===== src/rtl/itcm_boot_loader.sv =====
// rtl/itcm_boot_loader.sv - boot-time ITCM image loader with trailing checksum
//
// Packs a little-endian byte stream into 32-bit words, writes them to ITCM
// word addresses 0, 4, 8, ... and verifies a trailing 8-bit additive checksum.
// The core is held in reset until the image is loaded and verified.
//
// Ports:
//   clk, rst            clock (rising edge), asynchronous active-high reset
//   start, load_len     load request pulse and word count sampled with it
//   s_valid/s_data      byte stream in; s_ready out, byte taken on valid & ready
//   itcm_cs/addr/wen/wdata  ITCM external port (owned while busy)
//   cpu_rst             core reset, released only after a verified load
//   busy/done/err       load status; done and err are sticky until next start
module itcm_boot_loader #(
    parameter int WORD_WTH     = 32,
    parameter int MEM_ADDR_WTH = 16,
    parameter int MASK_WTH     = 4,
    parameter int LEN_WTH      = 16
) (
    input  logic                    clk,
    input  logic                    rst,
    input  logic                    start,
    input  logic [LEN_WTH-1:0]      load_len,
    input  logic                    s_valid,
    input  logic [7:0]              s_data,
    output logic                    s_ready,
    output logic                    itcm_cs,
    output logic [MEM_ADDR_WTH-1:0] itcm_addr,
    output logic [MASK_WTH-1:0]     itcm_wen,
    output logic [WORD_WTH-1:0]     itcm_wdata,
    output logic                    cpu_rst,
    output logic                    busy,
    output logic                    done,
    output logic                    err
);

    typedef enum logic [2:0] {
        S_IDLE  = 3'd0,
        S_RECV  = 3'd1,
        S_WRITE = 3'd2,
        S_CSUM  = 3'd3,
        S_DONE  = 3'd4,
        S_ERR   = 3'd5
    } state_t;

    // Largest image that fits in the word-addressable ITCM.
    localparam int unsigned MAX_WORDS = 2 ** (MEM_ADDR_WTH - 2);

    state_t                  state_q, state_d;
    logic [1:0]              byte_idx_q, byte_idx_d;
    logic [LEN_WTH-1:0]      word_cnt_q, word_cnt_d;
    logic [LEN_WTH-1:0]      len_q, len_d;
    logic [7:0]              csum_q, csum_d;
    logic                    s_ready_q, s_ready_d;
    logic                    cs_q, cs_d;
    logic [MEM_ADDR_WTH-1:0] addr_q, addr_d;
    logic [MASK_WTH-1:0]     wen_q, wen_d;
    logic [WORD_WTH-1:0]     wdata_q, wdata_d;
    logic                    cpu_rst_q, cpu_rst_d;
    logic                    busy_q, busy_d;
    logic                    done_q, done_d;
    logic                    err_q, err_d;

    logic                    len_bad;
    logic                    accept;
    logic [LEN_WTH-1:0]      word_cnt_inc;

    assign len_bad      = (load_len == '0) || (32'(load_len) > MAX_WORDS);
    assign accept       = s_valid && s_ready_q;
    assign word_cnt_inc = word_cnt_q + 1'b1;

    always_ff @(posedge clk or posedge rst) begin
        if (rst) begin
            state_q    <= S_IDLE;
            byte_idx_q <= '0;
            word_cnt_q <= '0;
            len_q      <= '0;
            csum_q     <= '0;
            s_ready_q  <= 1'b0;
            cs_q       <= 1'b0;
            addr_q     <= '0;
            wen_q      <= '0;
            wdata_q    <= '0;
            cpu_rst_q  <= 1'b1;
            busy_q     <= 1'b0;
            done_q     <= 1'b0;
            err_q      <= 1'b0;
        end else begin
            state_q    <= state_d;
            byte_idx_q <= byte_idx_d;
            word_cnt_q <= word_cnt_d;
            len_q      <= len_d;
            csum_q     <= csum_d;
            s_ready_q  <= s_ready_d;
            cs_q       <= cs_d;
            addr_q     <= addr_d;
            wen_q      <= wen_d;
            wdata_q    <= wdata_d;
            cpu_rst_q  <= cpu_rst_d;
            busy_q     <= busy_d;
            done_q     <= done_d;
            err_q      <= err_d;
        end
    end

    always_comb begin
        state_d    = state_q;
        byte_idx_d = byte_idx_q;
        word_cnt_d = word_cnt_q;
        len_d      = len_q;
        csum_d     = csum_q;
        s_ready_d  = s_ready_q;
        cs_d       = cs_q;
        addr_d     = addr_q;
        wen_d      = '0;
        wdata_d    = wdata_q;
        cpu_rst_d  = cpu_rst_q;
        busy_d     = busy_q;
        done_d     = done_q;
        err_d      = err_q;

        unique case (state_q)
            S_IDLE, S_DONE, S_ERR: begin
                if (start) begin
                    cpu_rst_d = 1'b1;
                    done_d    = 1'b0;
                    if (len_bad) begin
                        state_d   = S_ERR;
                        err_d     = 1'b1;
                        busy_d    = 1'b0;
                        s_ready_d = 1'b0;
                        cs_d      = 1'b0;
                    end else begin
                        state_d    = S_RECV;
                        len_d      = load_len;
                        byte_idx_d = '0;
                        word_cnt_d = '0;
                        csum_d     = '0;
                        err_d      = 1'b0;
                        busy_d     = 1'b1;
                        cs_d       = 1'b1;
                        s_ready_d  = 1'b1;
                    end
                end
            end
            S_RECV: begin
                if (accept) begin
                    wdata_d[{byte_idx_q, 3'b000} +: 8] = s_data;
                    csum_d = csum_q + s_data;
                    if (byte_idx_q == 2'd3) begin
                        // Word complete: drop ready for the single write cycle.
                        state_d    = S_WRITE;
                        s_ready_d  = 1'b0;
                        wen_d      = '1;
                        addr_d     = {word_cnt_q[MEM_ADDR_WTH-3:0], 2'b00};
                        byte_idx_d = '0;
                    end else begin
                        byte_idx_d = byte_idx_q + 1'b1;
                    end
                end
            end
            S_WRITE: begin
                word_cnt_d = word_cnt_inc;
                byte_idx_d = '0;
                s_ready_d  = 1'b1;
                state_d    = (word_cnt_inc == len_q) ? S_CSUM : S_RECV;
            end
            S_CSUM: begin
                if (accept) begin
                    // Release the ITCM port either way; only a match frees the core.
                    s_ready_d = 1'b0;
                    cs_d      = 1'b0;
                    busy_d    = 1'b0;
                    if (s_data == csum_q) begin
                        state_d   = S_DONE;
                        done_d    = 1'b1;
                        cpu_rst_d = 1'b0;
                    end else begin
                        state_d = S_ERR;
                        err_d   = 1'b1;
                    end
                end
            end
            default: begin
                state_d = S_IDLE;
            end
        endcase
    end

    assign s_ready    = s_ready_q;
    assign itcm_cs    = cs_q;
    assign itcm_addr  = addr_q;
    assign itcm_wen   = wen_q;
    assign itcm_wdata = wdata_q;
    assign cpu_rst    = cpu_rst_q;
    assign busy       = busy_q;
    assign done       = done_q;
    assign err        = err_q;

endmodule


===== config.mk =====
export PLATFORM = sky130hd
export DESIGN_NAME = itcm_boot_loader
export DESIGN_NICKNAME = d
export VERILOG_FILES = /design/src/rtl/itcm_boot_loader.sv
export SDC_FILE = /design/constraint.sdc
export NUM_CORES = 1
export LEC_CHECK = 0
export BUFFER_PORTS_ARGS = -buffer_cell sky130_fd_sc_hd__buf_4
export CORE_ASPECT_RATIO = 1.75
export CORE_MARGIN = 1.5
export CORE_UTILIZATION = 28
export CTS_CLUSTER_SIZE = 14
export DETAILED_ROUTE_END_ITERATION = 12
export GPL_ROUTABILITY_DRIVEN = 0
export PLACE_DENSITY_LB_ADDON = 0.1
export SLEW_MARGIN = 25
export SYNTH_ARGS = -nofsm -noshare
export SYNTH_HDL_FRONTEND = slang
export SYNTH_SLANG_ARGS = --single-unit
export TNS_END_PERCENT = 1

===== constraint.sdc =====
create_clock -name clk -period 7.13 [get_ports clk]
set_input_delay 0.713 -clock clk [delete_from_list [all_inputs] [get_ports clk]]
set_output_delay 0.713 -clock clk [all_outputs]
set_load 0.02 [all_outputs]

==> results by stage <==
Outcome:
- The flow ran to the end, and the final reports show no timing, DRC or antenna violations.

Setup path:
- The slowest stage cell on the critical path is sky130_fd_sc_hd__dfrtp_1.
- The worst setup path is launched from a flip-flop.
- The largest fanout on the critical path is 14.
- STA classifies the critical path endpoint as a flip-flop.
- The worst reg2reg path depth is 6.
- The critical path's largest stage delay is 540 ps.
- The data required time at the worst endpoint is 7390 ps.
- Traced cell by cell, the critical path runs through nand3_2 > o21a_1 > or4_4 > a211oi_2 > nand4_1 > o31ai_2.
- STA puts the critical path data arrival time at 2600 ps.
- The classification of the worst setup path is flip-flop to flip-flop.

Clock network:
- Post-CTS repair changed the size of 0 cells.
- Clock latency on the worst-skew pair, taken at its later pin, is 340 ps.
- The TritonCTS clock tree is done.
- The clock sink count is 97.
- The number of buffers on the longest clock path is 2.
- After clock tree synthesis, the setup repair step added 0 buffers.
- Buffers inserted during clock tree synthesis total 9.
- The cell sitting at the root of the clock tree is a sky130_fd_sc_hd__clkbuf_16.
- Clock-pin slew was measured on the worst setup and hold paths at 80 ps.
- The depth of the CTS H-tree is 3.
- The number of hold buffers added after CTS was 0.

Yosys:
- The commonest register cell after synthesis is sky130_fd_sc_hd__dfrtp_1.
- The fraction of the mapped netlist area in compound gates is 0.1433.
- By area, the combinational part of the netlist is dominated by simple AND/OR/NAND/NOR gates.
- Measured against the total synthesized area, the mux share comes to 0.06532.
- The xor/xnor cell area share of the yosys netlist is 0.04606.
- The synthesized design contains 0 enable-type register cells.
- Of the total synthesized cell area, the portion taken by AND, OR, NAND and NOR gates is 0.1877.
- The async set-reset flop share out of synthesis is 1.000.
- The flop and latch count out of synthesis is 97.
- The post-synthesis area per instance is 9.797 sq um.
- The synthesized netlist occupies a cell area of 0.005134 sq mm.
- The number of unique standard cell types used by synthesis is 63.
- The number of warnings issued by yosys is 0.
- The number of standard cells after synthesis is 524.
- The part of the Yosys area used for sequential elements is 0.4731.
- The adder-cell share of the synthesized area is 0.03802.

Drt:
- The per-cell via count in the routed design is 4.816.
- The via total after detailed routing is 3988.
- The routed length per placed instance is 16.84 um.
- The wire length reported by the detailed router is 13.94 mm.
- The detailed router finished its first iteration with 73 violations.
- The number of design rule violations left after detail routing is 0.
- The number of nets with antenna violations after routing is 0.
- The iteration count of the initial detailed-routing pass is 5.

Timing:
- Static timing analysis puts the maximum clock frequency at 426.6 MHz.
- For the pin with the worst max-slew slack, the measured transition is 930.8 ps.
- The max-slew violation total from the final report was 0.
- The time the worst path needs with I/O delays and setup is 2344 ps.
- On the final layout, the worst clock skew is 14.69 ps.
- The final number of hold-violating endpoints is 0.
- Setup repair after global routing left no endpoint under its margin.
- The worst pin sits at a relative slew slack of 0.3781.
- The final period utilization is 0.3288.
- Setup violations remaining at the end of the flow were counted as 0.
- The final total negative setup slack is 0 ps.

Power and ir drop:
- Overall power consumption after layout is estimated at 2.604 mW.
- The analysis attributes to cell leakage a power of 2.740 nW.
- IR analysis of the VDD net gives a maximum drop of 0.0001488 V.
- Dividing total power by cell area gives a power density of 421.6 mW/mm^2.

Place:
- The number of buffers added on ports is 83.
- The placed wire-length estimate is 10.47 mm.
- Once placement finished, the instance area stood at 0.005874 sq mm.

Floorplan:
- The full die area is 0.01919 sq mm.
- The die is 105.4 um wide.
- The I/O pin count is 86.
- After floorplanning, the core was divided into 65 placement rows.
- The standard cell core area is 0.01797 sq mm.
- The floorplan step set the die height to 182.1 um.
- The starting utilization of the core area is 0.2856.

Global route:
- The initial antenna violation count is 0.
- The first-pass GRT wire length is 22.04 mm.
- For this run the aggregate overflow at the end of global routing stands at 0.
- The largest net degree at the start of global routing is 64.
- The number of global-route vias before repair is 4030.
- The overall fraction of global-route tracks in use is 0.1497.

Cells and area:
- The repair_antennas step left the layout with diodes totalling 0.
- The number of nets in the final layout is 632.
- The utilization after layout is 0.3437.
- The finished cells cover 0.006177 sq mm.
- In the layout the commonest cells are sky130_fd_sc_hd__dfrtp_1 (96), sky130_fd_sc_hd__nand2_1 (95), sky130_fd_sc_hd__buf_4 (85).
- Fill cells in the final layout number 1851.
- Compared with the post-synthesis result, the final layout area differs by 20.33%.
- The leading cell type in the layout, fill and taps excluded is sky130_fd_sc_hd__dfrtp_1.
- Of the cells placed in the final design, the portion with a size suffix greater than 1 is 0.2525.

Run:
- Across the run, the number of max-cap violations was 0.

Min path:
- In this run the worst hold path is classified as input pin to async pin.
## routing by layer
| metal | global-route usage | vias up | part of all wire |
|---|---|---|---|
| met5 | 0 | - | 0 |
| met4 | 0.06411 | 0 | 0.030 |
| met3 | 0.02643 | 18 | 0.036 |
| met2 | 0.2965 | 102 | 0.56 |
| met1 | 0.1489 | 1902 | 0.37 |
| li1 | - | 1966 | - |
## stage by stage
step	hold WS, ps	cells	worst slack (ps)
2_1_floorplan	453.9	525	3885
3_3_place_gp	461.5	812	4452
3_5_place_dp	470.7	812	4382
4_1_cts	396.2	828	4763
5_1_grt	403.8	828	4508
6_report	379.7	828	4786
## cells by family after synthesis
kind of cell / Yosys count
buffers and inverters: 41
AND/OR/NAND/NOR: 192
multiplexers: 30
other: 1
adder cells (fa/ha/maj): 15
flip-flops: 97
AO/OA/AOI/OAI: 121
XOR/XNOR: 27
## where the power goes
part	internal, mW	total, mW	switching, mW	leakage (nW)
clock	0.276	0.503	0.228	0.146
combinational	0.490	1.07	0.578	1.33
sequential	0.773	1.03	0.260	1.27
## cell type report
cell class,count,area (sq um),share of cell area
multi-input cells,387,2479,0.4013
flip-flops and latches,97,2429,0.3932
repair buffers,85,638.1,0.1033
well taps,234,292.8,0.04740
clock buffers,9,225.2,0.03646
clock inverters,7,77.57,0.01256
inverters,9,36.28,0.005874
## registers in the layout, summed over array words and instances (netlist names)
signal	cells
word_cnt_q	16
cpu_rst	1
done	1
err	1
itcm_wdata	32
busy	1
s_ready	1
itcm_addr	14
byte_idx_q	2
csum_q	8
state_q	3
len_q	16
itcm_wen	1
## cell usage after synthesis, types with 4 or more instances
cell type | number | area (sq um)
sky130_fd_sc_hd__nor3b_1 | 4 | 30.03
sky130_fd_sc_hd__ha_1 | 14 | 175.2
sky130_fd_sc_hd__dfrtp_1 | 96 | 2402
sky130_fd_sc_hd__and2_1 | 6 | 37.54
sky130_fd_sc_hd__nand2_1 | 95 | 356.6
sky130_fd_sc_hd__xor2_1 | 7 | 61.31
sky130_fd_sc_hd__o31ai_1 | 7 | 52.55
sky130_fd_sc_hd__a21o_1 | 6 | 45.04
sky130_fd_sc_hd__mux2_2 | 28 | 315.3
sky130_fd_sc_hd__clkbuf_1 | 12 | 45.04
sky130_fd_sc_hd__a22o_1 | 6 | 52.55
sky130_fd_sc_hd__xnor2_1 | 20 | 175.2
sky130_fd_sc_hd__o21ai_0 | 61 | 305.3
sky130_fd_sc_hd__nor4_1 | 10 | 62.56
sky130_fd_sc_hd__nor2_1 | 24 | 90.09
sky130_fd_sc_hd__nand3_1 | 7 | 35.03
sky130_fd_sc_hd__buf_4 | 7 | 52.55
sky130_fd_sc_hd__inv_1 | 9 | 33.78
sky130_fd_sc_hd__nor3_1 | 10 | 50.05
sky130_fd_sc_hd__a21oi_1 | 17 | 85.08
sky130_fd_sc_hd__nand4_1 | 9 | 56.30
sky130_fd_sc_hd__buf_2 | 8 | 40.04
## worst max-delay path: cells and delay by family (launching register included)
kind            cells  cell delay (ps)
compound gates      3              690
flops               1              540
simple gates        3             1030
## path summary, 6_finish.rpt
kind / slack (ps) / startpoint / end
worst min-delay path: 380 / rst / itcm_wdata[17]
worst max register to register: 4790 / word_cnt_q[2] / state_q[1]
min in group clk: 480 / itcm_wdata[4] / itcm_wdata[4]
worst max-delay path: 4790 / word_cnt_q[2] / state_q[1]
worst min register to register: 480 / itcm_wdata[4] / itcm_wdata[4]
max in group asynchronous: 5520 / rst / csum_q[6]
Power figures use the tool's default switching activity.
